**config.mk**
```make
export PLATFORM = sky130hd
export DESIGN_NAME = piso_tx
export DESIGN_NICKNAME = d
export VERILOG_FILES = /design/src/rtl/piso_pkg.sv /design/src/rtl/bit_down_counter.sv /design/src/rtl/piso_tx.sv
export SDC_FILE = /design/constraint.sdc
export NUM_CORES = 1
export LEC_CHECK = 0
export ABC_AREA = 1
export CAP_MARGIN = 20
export CORE_AREA = 4 4 41 43
export CTS_BUF_LIST = sky130_fd_sc_hd__clkbuf_16
export DETAILED_ROUTE_END_ITERATION = 8
export DIE_AREA = 0 0 45 47
export GPL_ROUTABILITY_DRIVEN = 0
export PLACE_DENSITY = 0.66
export SLEW_MARGIN = 5
export SYNTH_ARGS = -nofsm -noshare
export SYNTH_HDL_FRONTEND = slang
export SYNTH_SLANG_ARGS = --single-unit
```
**constraint.sdc**
```tcl
create_clock -name clk -period 3.7 [get_ports clk]
set_clock_uncertainty 0.05 [all_clocks]
set_input_delay 0.555 -clock clk [delete_from_list [all_inputs] [get_ports clk]]
set_output_delay 0.555 -clock clk [all_outputs]
set_load 0.01 [all_outputs]
```
**src/rtl/piso_pkg.sv**
```systemverilog
// rtl/piso_pkg.sv - shared state encoding, default width and counter sizing for the piso transmitter
package piso_pkg;

    localparam int WIDTH_DEF = 4;
    localparam int CNT_W     = $clog2(WIDTH_DEF);

    typedef enum logic [1:0] {
        ST_IDLE   = 2'd0,
        ST_SHIFT  = 2'd1,
        ST_PARITY = 2'd2
    } state_t;

    // Counter width for an arbitrary word width; never narrower than one bit.
    function automatic int cnt_width(input int w);
        return (w < 2) ? 1 : $clog2(w);
    endfunction

endpackage

```
**src/rtl/bit_down_counter.sv**
```systemverilog
// rtl/bit_down_counter.sv - loadable down counter with zero flag, shared by the piso transmitter and receiver
module bit_down_counter
    import piso_pkg::*;
#(
    parameter int W = CNT_W
) (
    input  logic         clk,
    input  logic         rst_n,
    input  logic         load,
    input  logic [W-1:0] load_val,
    input  logic         dec,
    output logic [W-1:0] count,
    output logic         zero
);

    always_ff @(posedge clk or negedge rst_n) begin
        if (!rst_n) begin
            count <= '0;
        end else if (load) begin
            count <= load_val;
        end else if (dec) begin
            count <= count - W'(1);
        end
    end

    assign zero = (count == '0);

endmodule

```
**src/rtl/piso_tx.sv**
```systemverilog
// rtl/piso_tx.sv - MSB-first parallel-in/serial-out transmitter with first/last framing strobes
// PISO_TX_PARITY_EN appends an even-parity bit as the final frame bit.
module piso_tx
    import piso_pkg::*;
#(
    parameter int WIDTH = WIDTH_DEF
) (
    input  logic             clk,
    input  logic             rst_n,
    input  logic [WIDTH-1:0] in_data,
    input  logic             in_valid,
    output logic             in_ready,
    output logic             ser_out,
    output logic             ser_valid,
    output logic             ser_first,
    output logic             ser_last,
    output logic             busy
);

    localparam int             CW       = cnt_width(WIDTH);
    localparam logic [CW-1:0]  CNT_LOAD = CW'(WIDTH - 1);
    localparam logic [CW-1:0]  CNT_ONE  = CW'(1);

    state_t           state, state_n;
    logic [WIDTH-1:0] shreg, shreg_n;
    logic [CW-1:0]    cnt;
    logic             cnt_zero;
    logic             cnt_load;
    logic             cnt_dec;
    logic             accept;
    logic             ser_out_n;
    logic             ser_first_n;
    logic             ser_last_n;

`ifdef PISO_TX_PARITY_EN
    logic par_q;

    always_ff @(posedge clk or negedge rst_n) begin
        if (!rst_n) begin
            par_q <= 1'b0;
        end else if (accept) begin
            par_q <= ^in_data;
        end
    end
`endif

    bit_down_counter #(
        .W (CW)
    ) u_cnt (
        .clk      (clk),
        .rst_n    (rst_n),
        .load     (cnt_load),
        .load_val (CNT_LOAD),
        .dec      (cnt_dec),
        .count    (cnt),
        .zero     (cnt_zero)
    );

    always_comb begin
        state_n     = state;
        shreg_n     = shreg;
        cnt_load    = 1'b0;
        cnt_dec     = 1'b0;
        accept      = 1'b0;
        ser_out_n   = 1'b0;
        ser_first_n = 1'b0;
        ser_last_n  = 1'b0;

        case (state)
            ST_IDLE: begin
                if (in_valid && in_ready) begin
                    accept      = 1'b1;
                    cnt_load    = 1'b1;
                    shreg_n     = in_data;
                    state_n     = ST_SHIFT;
                    ser_first_n = 1'b1;
                end
            end
            ST_SHIFT: begin
                cnt_dec = !cnt_zero;
                shreg_n = shreg << 1;
                if (cnt_zero) begin
`ifdef PISO_TX_PARITY_EN
                    state_n = ST_PARITY;
`else
                    state_n = ST_IDLE;
`endif
                end
            end
`ifdef PISO_TX_PARITY_EN
            ST_PARITY: state_n = ST_IDLE;
`endif
            default: state_n = ST_IDLE;
        endcase

        // Output flops are loaded with what the state being entered will present.
        if (state_n == ST_SHIFT) begin
            ser_out_n = shreg_n[WIDTH-1];
`ifndef PISO_TX_PARITY_EN
            ser_last_n = (state == ST_SHIFT) && (cnt == CNT_ONE);
`endif
        end
`ifdef PISO_TX_PARITY_EN
        if (state_n == ST_PARITY) begin
            ser_out_n  = par_q;
            ser_last_n = 1'b1;
        end
`endif
    end

    always_ff @(posedge clk or negedge rst_n) begin
        if (!rst_n) begin
            state     <= ST_IDLE;
            shreg     <= '0;
            in_ready  <= 1'b0;
            ser_out   <= 1'b0;
            ser_valid <= 1'b0;
            ser_first <= 1'b0;
            ser_last  <= 1'b0;
            busy      <= 1'b0;
        end else begin
            state     <= state_n;
            shreg     <= shreg_n;
            in_ready  <= (state_n == ST_IDLE);
            ser_out   <= ser_out_n;
            ser_valid <= (state_n != ST_IDLE);
            ser_first <= ser_first_n;
            ser_last  <= ser_last_n;
            busy      <= (state_n != ST_IDLE);
        end
    end

endmodule
```
# Yosys cells after proc, flatten, opt, wreduce, memory -nomap -nowiden
# Cells that the tools add are included.
[classes] add_sub_neg=1 eq_ne=4 muxes=12 n_reduce_logical=10
[ops] op="2-bit 2-to-1 mux" n=4
[ops] op="4-bit one-hot mux with 2 select lines" n=1
[ops] op="2-bit by 1-bit equality test with 1-bit output (second input constant)" n=3
[ops] op="2-bit logical NOT" n=3
[ops] op="2-bit nonzero test" n=3
[ops] op="1-bit 2-to-1 mux" n=5
[ops] op="4-bit 2-to-1 mux" n=1
[ops] op="2-bit one-hot mux with 2 select lines" n=1
[ops] op="1-bit logical AND" n=2
[ops] op="2-bit != test (second input constant)" n=1
[ops] op="2-bit AND reduction" n=1
[ops] op="2-bit by 1-bit subtractor with 2-bit output (second input constant)" n=1
[ops] op="1-bit logical NOT" n=1
[totals] reg_bits=13 out_inout_bits=6 word_cells=36

# Depth between registers and ports, before layout
# Gate-level depths: netlist of the first run.
[logic_depth] depth_word=5 ltp_mapped=6

# By module
# From an unflattened synthesis of the first run, not the netlist that was laid out.
[unflattened] hier_cells=71 area_unflattened_um2=590.6
[modules_own_cells] module="piso_tx" n_inst=1 cells_per_inst=56 area_per_inst_um2=475.5
[modules_own_cells] module="bit_down_counter" n_inst=1 cells_per_inst=15 area_per_inst_um2=115.1

# Worst setup path before layout of the first run
# No wires, ideal clock.
[synth_timing] path_type="register -> register" from="register u_cnt.count[0]" to="register ser_out" setup_time_ps=73 arrival_ps=1038 setup_slack_ps=2539 stages_incl_launch_ff=7 cell_sequence="dfrtp_1 -> inv_1 -> ha_1 -> nand3b_2 -> nand2_4 -> inv_2 -> a21oi_2"
[synth_between] elab_chain_len=5
[synth_rtl] item="start, declared" line="bit_down_counter.sv:12" source="output logic [W-1:0] count,"
[synth_rtl] item="start signal, assigned" line="bit_down_counter.sv:20" source="count <= load_val;"
[synth_rtl] item="start signal, assigned" line="bit_down_counter.sv:22" source="count <= count - W'(1);"
[synth_rtl] item="2-bit logical NOT" line="bit_down_counter.sv:26" source="assign zero = (count == '0);"
[synth_rtl] item="2-bit 2-to-1 mux" line="piso_tx.sv:82" source="if (cnt_zero) begin"
[synth_rtl] item="2-bit one-hot mux with 2 select lines" line="piso_tx.sv:69" source="case (state)"
[synth_rtl] item="net state_n[0]" line="piso_tx.sv:24" source="state_t state, state_n;"
[synth_rtl] item="2-bit by 1-bit equality test with 1-bit output" line="piso_tx.sv:97" source="if (state_n == ST_SHIFT) begin"
[synth_rtl] item="1-bit 2-to-1 mux" line="piso_tx.sv:97"
[synth_rtl] item="net ser_out_n" line="piso_tx.sv:31" source="logic ser_out_n;"
[synth_rtl] item="end signal, assigned" line="piso_tx.sv:125" source="ser_out <= ser_out_n;"
[synth_rtl] item="end, declared" line="piso_tx.sv:13" source="output logic ser_out,"
# The timed path passes the listed nets, and every way through them passes these cells.
# A chain may end at the register's enable or synchronous reset.

# Worst setup path after layout of the first run
[layout_timing] from="register in_ready" to="output in_ready"
[layout_lines] item="start, declared" line="piso_tx.sv:12" source="output logic in_ready,"
[layout_lines] item="start signal, assigned" line="piso_tx.sv:124" source="in_ready <= (state_n == ST_IDLE);"
# No word-level cell between the ends.

==> results.md, run 1 <==
| Stage | Metric | Reported |
|---|---|---|
| routing | # DRC | 0 |
| clock network | Maximum count of clock buffers along a single path | 2 |
| layout | Antenna diodes | 0 |
| logic synthesis | Nets in the synthesized netlist | 68 |
| routing | Initial detailed-routing violation count | 8 |
| grt | Pin count of the biggest net entering global routing | 14 |
| hold path | Launch point of the worst hold path | shreg[0] |
| logic synthesis | Number of flip-flops and latches in the synthesized netlist | 13 |
| floorplanning | Full die area | 0.00212 mm^2 |
| power | Overall Power | 0.000537 W |
| floorplanning | Number of I/O pins | 13 |
| floorplanning | Die Span Y | 47 um |
| sta | Worst rel slew slack | 62.9% |
| setup path | Worst Reg2Reg Path Length in Cells | 6 |
| routing | Detailed Route WL | 898 um |
| sta | Setup total negative slack | 0 ns |
| logic synthesis | Number of flops mapped to enable cells by yosys | 0 |
| sta | Finish-stage setup viols | 0 |
| clock network | H-tree Lvls | 1 |
| logic synthesis | Largest area contributor in the netlist | sky130_fd_sc_hd__dfrtp_1 |
| setup path | Critical-path cell list | clkdlybuf4s50_1 |
| grt | Via count of the first global-routing pass | 418 |
| sta | Setup slack of the critical path after layout | 1.96 ns |
| layout | Multi-input logic area | 200 um^2 |
| layout | Seq. cell area | 325 um^2 |
| hold path | Hold depth | 2 |
| layout | Layout Utilization | 60.0% |
| setup path | Crit path DAT | 1.13 ns |
| routing | Vias after detailed routing | 424 |
| hold path | Hold Path End | shreg[0] |
| logic synthesis | Warning count from the yosys run | 0 |
| logic synthesis | Mean Syn Cell Area | 9.67 um^2 |
| grt | Number of antenna violations at the first check in global routing | 0 |
| clock network | Clock Pin Slew Worst Setup and Hold Paths | 0.04 ns |
| place | Post-Place Setup Slack | 2.04 ns |
| layout | Finished layout cell area | 781 um^2 |
| setup path | Worst setup slack for register-to-register paths | 2.41 ns |
| setup path | Number of buffers and inverters on the critical path | 1 |
| logic synthesis | Area share of the largest cell type after synthesis | 57.0% |
| setup path | Startpoint kind of the worst setup timing path | register |
| place | Placed cell area | 702 um^2 |
| hold path | Hold crit path type | register to register |
| layout | Layout cell share with drive strength beyond 1 | 14.9% |
| floorplanning | Effective utilization at floorplan | 43.8% |
| layout | Layout overhead on the synthesized area | 36.8% |
| grt | Global-route usage over all layers | 11.3% |
| setup path | Critical-path cell with the highest stage delay | sky130_fd_sc_hd__clkdlybuf4s50_1 |
| logic synthesis | Most used standard cell by instance count after synthesis | sky130_fd_sc_hd__nand2_1 |
| place | Number of I/O port buffers | 12 |
| logic synthesis | Syn Inst Count | 59 |
| floorplanning | Site row count | 13 |
| sta | Final period util | 47.0% |
| clock network | Clock tree from TritonCTS | built |
| setup path | Largest incremental delay on the critical path | 0.54 ns |
| clock network | Worst-Skew Late Latency | 0.24 ns |
| sta | Clock period minus worst slack | 1.74 ns |
| sta | Setup repair after global routing missed its margin | no |
| setup path | R2r startpoint | u_cnt.count[0] |
| setup path | Worst Path Max Fanout | 3 |
| routing | Post-route ant nets | 0 |
| setup path | Cell family contributing the most delay on the critical path | buffers and inverters |
| setup path | Critical path type | register to output port |
| logic synthesis | Ranking of synthesized cells by instance count | 14 x sky130_fd_sc_hd__nand2_1, 13 x sky130_fd_sc_hd__dfrtp_1, 10 x sky130_fd_sc_hd__nand3_1 |
| setup path | Data required, critical path | 3.09 ns |
| floorplanning | Placeable core region | 0.00130 mm^2 |
| setup path | Critical register-to-register path endpoint | ser_out |
| clock network | Count of clock tree sinks | 13 |
| routing | Wirelength per Cell | 10.1 um |
| clock network | Total of hold buffers inserted after clock tree synthesis | 0 |
| place | Post-detail-place hpwl | 695 um |
| clock network | Clock buffer count from CTS | 3 |
| power | Static leakage power | 0.413 nW |
| floorplanning | Chip width | 45 um |
| layout | Post-layout net count | 84 |
| logic synthesis | Yosys cell types | 15 |
| clock network | Post-CTS Setup Repair Bufs | 0 |
| logic synthesis | Netlist area before placement | 571 um^2 |
| clock network | Root Buffer | sky130_fd_sc_hd__clkbuf_16 |
| grt | Residual overflow from global routing | 0 |
| setup path | CP Launch Point | in_ready |
| sta | Worst-margin pin slew | 0.555 ns |
| power | Worst vdd ir | 0.330 mV |
| logic synthesis | Top flip-flop cell by instance count after synthesis | sky130_fd_sc_hd__dfrtp_1 |
| sta | Achievable Freq | 0.575 GHz |
| logic synthesis | Register area share after synthesis | 57.0% |
| clock network | Resized cells post-CTS | 0 |
| logic synthesis | Share of flip-flops with an asynchronous set or reset | 100% |
| logic synthesis | Main area contributors after synthesis | sky130_fd_sc_hd__dfrtp_1 57%, sky130_fd_sc_hd__nand2_1 9.2%, sky130_fd_sc_hd__nand3_1 8.8% |
| sta | Final Slew Violations | 0 |
| sta | Final hold violation count | 0 |
| status | Outcome | complete, no violations |
| grt | First-pass GRT wire length | 1.64 mm |
| setup path | Critical Path Sink Type | output port |
| routing | 1st-pass router iterations | 4 |
| routing | Average via count per standard cell | 4.76 |
| layout | Number of fillers in the final layout | 118 |
| power | Cell area power density | 687 mW/mm^2 |
| job | Maximum Capacitance Violations | 0 |
[placed cells by master, fill, tap and decap left out]
cell                              instances
sky130_fd_sc_hd__clkdlybuf4s50_1         12
sky130_fd_sc_hd__nor2_2                   1
sky130_fd_sc_hd__nand2_4                  2
sky130_fd_sc_hd__ha_1                     2
sky130_fd_sc_hd__nand3b_1                 1
sky130_fd_sc_hd__clkbuf_16                3
sky130_fd_sc_hd__inv_2                    3
sky130_fd_sc_hd__nand2_1                 14
sky130_fd_sc_hd__dfrtp_1                 13
sky130_fd_sc_hd__a21oi_2                  1
sky130_fd_sc_hd__nand3b_2                 1
sky130_fd_sc_hd__o211ai_1                 1
sky130_fd_sc_hd__nand3_1                 10
sky130_fd_sc_hd__conb_1                   1
sky130_fd_sc_hd__o21ai_1                  1
sky130_fd_sc_hd__inv_1                    8
[cells by family after synthesis]
logic type / synth area share [%]
DFF: 57.0
AOI/OAI and AO/OA: 3.73
adders and majority gates: 4.39
and+or+nand+nor: 26.3
buffers and inverters: 7.90
other: 0.657
[stage by stage]
step,cells,hold WS (ns)
after global routing,89,0.491
after floorplan,59,0.209
after global placement,85,0.436
final,89,0.458
after detailed placement,85,0.448
after CTS,89,0.462
[power by group]
group          switching (W)  leakage, nW  internal (W)  total [W]
registers          0.0000264        0.162      0.000184   0.000210
logic              0.0000670        0.209     0.0000626   0.000130
clock network      0.0000546       0.0423      0.000142   0.000197
total               0.000148        0.413      0.000389   0.000537
[final cells by class]
class | count | area share, %
Timing Repair Buffer | 12 | 15.4
Sequential cell | 13 | 41.7
Tap cell | 15 | 2.40
Inverter | 10 | 4.81
Clock inverter | 1 | 0.481
Clock buffer | 3 | 9.62
Multi-Input combinational cell | 35 | 25.6
[registers in the layout, summed over array words and instances, names as in the netlist]
signal,count
in_ready,1
busy,1
ser_last,1
ser_first,1
u_cnt.count,2
state,2
ser_out,1
shreg,4
[how the worst max path moves through the flow]
stage               depth (start not counted)       end
global route                                1  in_ready
global placement                            7   ser_out
floorplan                                   6   ser_out
CTS                                         1  in_ready
detailed placement                          7   ser_out
finish                                      1  in_ready
[layer usage]
layer  wire length (um)  global-route usage [%]
met5                  0                       0
met2                440                    18.9
met4                 37                    10.5
met3                 73                    2.30
met1                346                    12.0
Note: power is estimated with default switching activity, not from simulation.
==> run 2: changes to the inputs <==
--- a/config.mk
+++ b/config.mk
@@ -7,10 +7,10 @@
 export LEC_CHECK = 0
 export ABC_AREA = 1
 export CAP_MARGIN = 20
-export CORE_AREA = 4 4 41 43
+export CORE_MARGIN = 4
+export CORE_UTILIZATION = 41
 export CTS_BUF_LIST = sky130_fd_sc_hd__clkbuf_16
 export DETAILED_ROUTE_END_ITERATION = 8
-export DIE_AREA = 0 0 45 47
 export GPL_ROUTABILITY_DRIVEN = 0
 export PLACE_DENSITY = 0.66
 export SLEW_MARGIN = 5
==> constraint.sdc (replaced) <==
create_clock -name clk -period 1.44 [get_ports clk]
set_clock_uncertainty 0.05 [all_clocks]
set_input_delay 0.216 -clock clk [delete_from_list [all_inputs] [get_ports clk]]
set_output_delay 0.216 -clock clk [all_outputs]
set_load 0.01 [all_outputs]
==> run 2 against run 1 <==
Compared with the run above:
- count of clock-buffer cells in the layout stayed put
- sequential share of layout area is 0.53 points lower
- die area is 3.0% lower
- global-route usage is 0.39 points higher
- total power grew to 2.6 times the previous value
- worst hold slack worse by 0.23 ns
==> results.md, run 2 (synthesis results as in run 1) <==
| Stage | Metric | Reported | Change |
|---|---|---|---|
| status | Outcome | complete, no violations |  |
| setup path | Critical path type | register to output port |  |
| layout | Layout cell share with drive strength beyond 1 | 16.0% | +1.1 points |
| clock network | Clock buffer count from CTS | 3 | unchanged |
| setup path | Largest incremental delay on the critical path | 0.53 ns | about the same |
| routing | Wirelength per Cell | 10.4 um | +3.5% |
| layout | Post-layout net count | 85 | +1.2% |
| power | Overall Power | 0.00138 W | +160% |
| routing | Average via count per standard cell | 4.67 | -2.0% |
| grt | Pin count of the biggest net entering global routing | 14 | unchanged |
| grt | Via count of the first global-routing pass | 433 | +3.6% |
| layout | Non-filler instance count after layout | 90 | +1.1% |
| routing | 1st-pass router iterations | 4 | unchanged |
| clock network | Maximum count of clock buffers along a single path | 2 | unchanged |
| layout | Antenna diodes | 0 | unchanged |
| setup path | Number of buffers and inverters on the critical path | 1 | unchanged |
| place | Post-Place Setup Slack | 0.150 ns | -1.89 ns |
| power | Worst vdd ir | 0.912 mV | +180% |
| sta | Final Slew Violations | 0 | unchanged |
| layout | Most used cells in the layout excluding fill and tap cells | 14 x sky130_fd_sc_hd__nand2_1, 13 x sky130_fd_sc_hd__dfrtp_1, 11 x sky130_fd_sc_hd__clkdlybuf4s50_1 |  |
| setup path | Critical-path cell list | clkdlybuf4s50_1 |  |
| grt | Number of antenna violations at the first check in global routing | 0 | unchanged |
| sta | Setup repair after global routing missed its margin | no |  |
| power | Cell area power density | 1740 mW/mm^2 | +150% |
| clock network | Clock tree from TritonCTS | built |  |
| layout | Layout overhead on the synthesized area | 38.6% |  |
| sta | Setup slack of the critical path after layout | 0.0800 ns | -1.88 ns |
| place | Post-detail-place hpwl | 640 um | -7.9% |
| floorplanning | Chip width | 45.3 um | +0.68% |
| sta | Setup total negative slack | 0 ns | unchanged |
| setup path | CP Launch Point | busy |  |
| sta | Final hold violation count | 0 | unchanged |
| sta | Clock period minus worst slack | 1.36 ns |  |
| setup path | Critical Path Sink Type | output port |  |
| setup path | Crit path DAT | 1.09 ns | -0.04 ns |
| routing | # DRC | 0 | unchanged |
| grt | First-pass GRT wire length | 1.68 mm | +2.9% |
| place | Number of I/O port buffers | 12 | unchanged |
| setup path | Worst Reg2Reg Path Length in Cells | 6 | unchanged |
| job | Maximum Capacitance Violations | 0 | unchanged |
| power | Static leakage power | 0.422 nW | +2.1% |
| place | Count of placed standard cells including taps | 86 | +1.2% |
| hold path | Hold crit path type | input port to asynchronous set/reset pin |  |
| sta | Finish-stage setup viols | 0 | unchanged |
| sta | Min Hold Slack | 0.228 ns | -0.229 ns |
| sta | Achievable Freq | 0.735 GHz |  |
| clock network | Root Buffer | sky130_fd_sc_hd__clkbuf_16 |  |
| layout | Most frequent standard cell in the layout excluding fill and tap cells | sky130_fd_sc_hd__nand2_1 |  |
| floorplanning | Number of I/O pins | 13 | unchanged |
| floorplanning | Site row count | 13 | unchanged |
| clock network | Clock Pin Slew Worst Setup and Hold Paths | 0.04 ns | about the same |
| setup path | Startpoint kind of the worst setup timing path | register |  |
| setup path | R2r startpoint | u_cnt.count[0] |  |
| routing | Detailed Route WL | 940 um | +4.7% |
| floorplanning | Die Span Y | 45.3 um | -3.6% |
| clock network | H-tree Lvls | 1 | unchanged |
| floorplanning | Full die area | 0.00205 mm^2 | -3.0% |
| setup path | Cell family contributing the most delay on the critical path | buffers and inverters |  |
| grt | Global-route usage over all layers | 11.7% | +0.39 points |
| clock network | Post-CTS Setup Repair Bufs | 0 | unchanged |
| routing | Vias after detailed routing | 420 | -0.94% |
| setup path | Number of logic stages on the critical path including buffering | 1 | unchanged |
| setup path | Data required, critical path | 1.17 ns | -1.92 ns |
| layout | Register with the most flip-flops | shreg |  |
| layout | Registers with the most flip-flops | shreg x4, state x2, u_cnt.count x2 |  |
| setup path | Critical-path cell with the highest stage delay | sky130_fd_sc_hd__clkdlybuf4s50_1 |  |
| clock network | Count of clock tree sinks | 13 | unchanged |
| clock network | Worst-Skew Late Latency | 0.23 ns | about the same |
| floorplanning | Effective utilization at floorplan | 43.8% | unchanged |
| floorplanning | Placeable core region | 0.00130 mm^2 | unchanged |
| grt | Residual overflow from global routing | 0 | unchanged |
| setup path | Worst setup slack for register-to-register paths | 0.18 ns | -2.23 ns |
| routing | Post-route ant nets | 0 | unchanged |
| setup path | Worst Path Max Fanout | 2 | -1 |
| sta | Final period util | 94.4% |  |
| layout | Max FFs per register | 4 | unchanged |
| routing | Initial detailed-routing violation count | 6 | -2 |
[run 2: per-layer routing]
layer  global-route usage, %  part of all wire (%)
met4                    8.19                  0.85
met2                    19.2                    48
met1                    12.5                    44
met5                       0                     0
met3                    3.98                   7.6
[run 2: power breakdown]
group	internal [W]	switching (W)	leakage (nW)	total, W
sequential	0.000473	0.0000687	0.162	0.000542
clock	0.000364	0.000134	0.0423	0.000498
combinational	0.000161	0.000178	0.218	0.000339
total	0.000998	0.000380	0.422	0.00138
[run 2: layout make-up]
type,count,area [um^2]
Clock buffer,3,75.1
Fill cell,111,510
Timing Repair Buffer,13,130
Multi-Input combinational cell,35,200
Inverter,10,37.5
Sequential cell,13,325
Clock inverter,1,3.75
Tap cell,15,18.8
[run 2: per-stage QoR]
stage               cell area [um^2]  util [%]
floorplan                        571         -
global placement                 709      54.5
detailed placement               709      54.5
CTS                              788      60.6
global route                     791      60.8
finish                           791      60.8
[run 2: worst paths after layout]
path                                   to
max                                  busy
min                        u_cnt.count[1]
max reg2reg                       ser_out
min reg2reg                u_cnt.count[1]
max in group asynchronous        state[1]
min in group clk           u_cnt.count[1]
[run 2: timing repair]
action	in CTS	in global routing
hold buffers	0	0
resized for setup	0	1
setup endpoints to repair	0	1
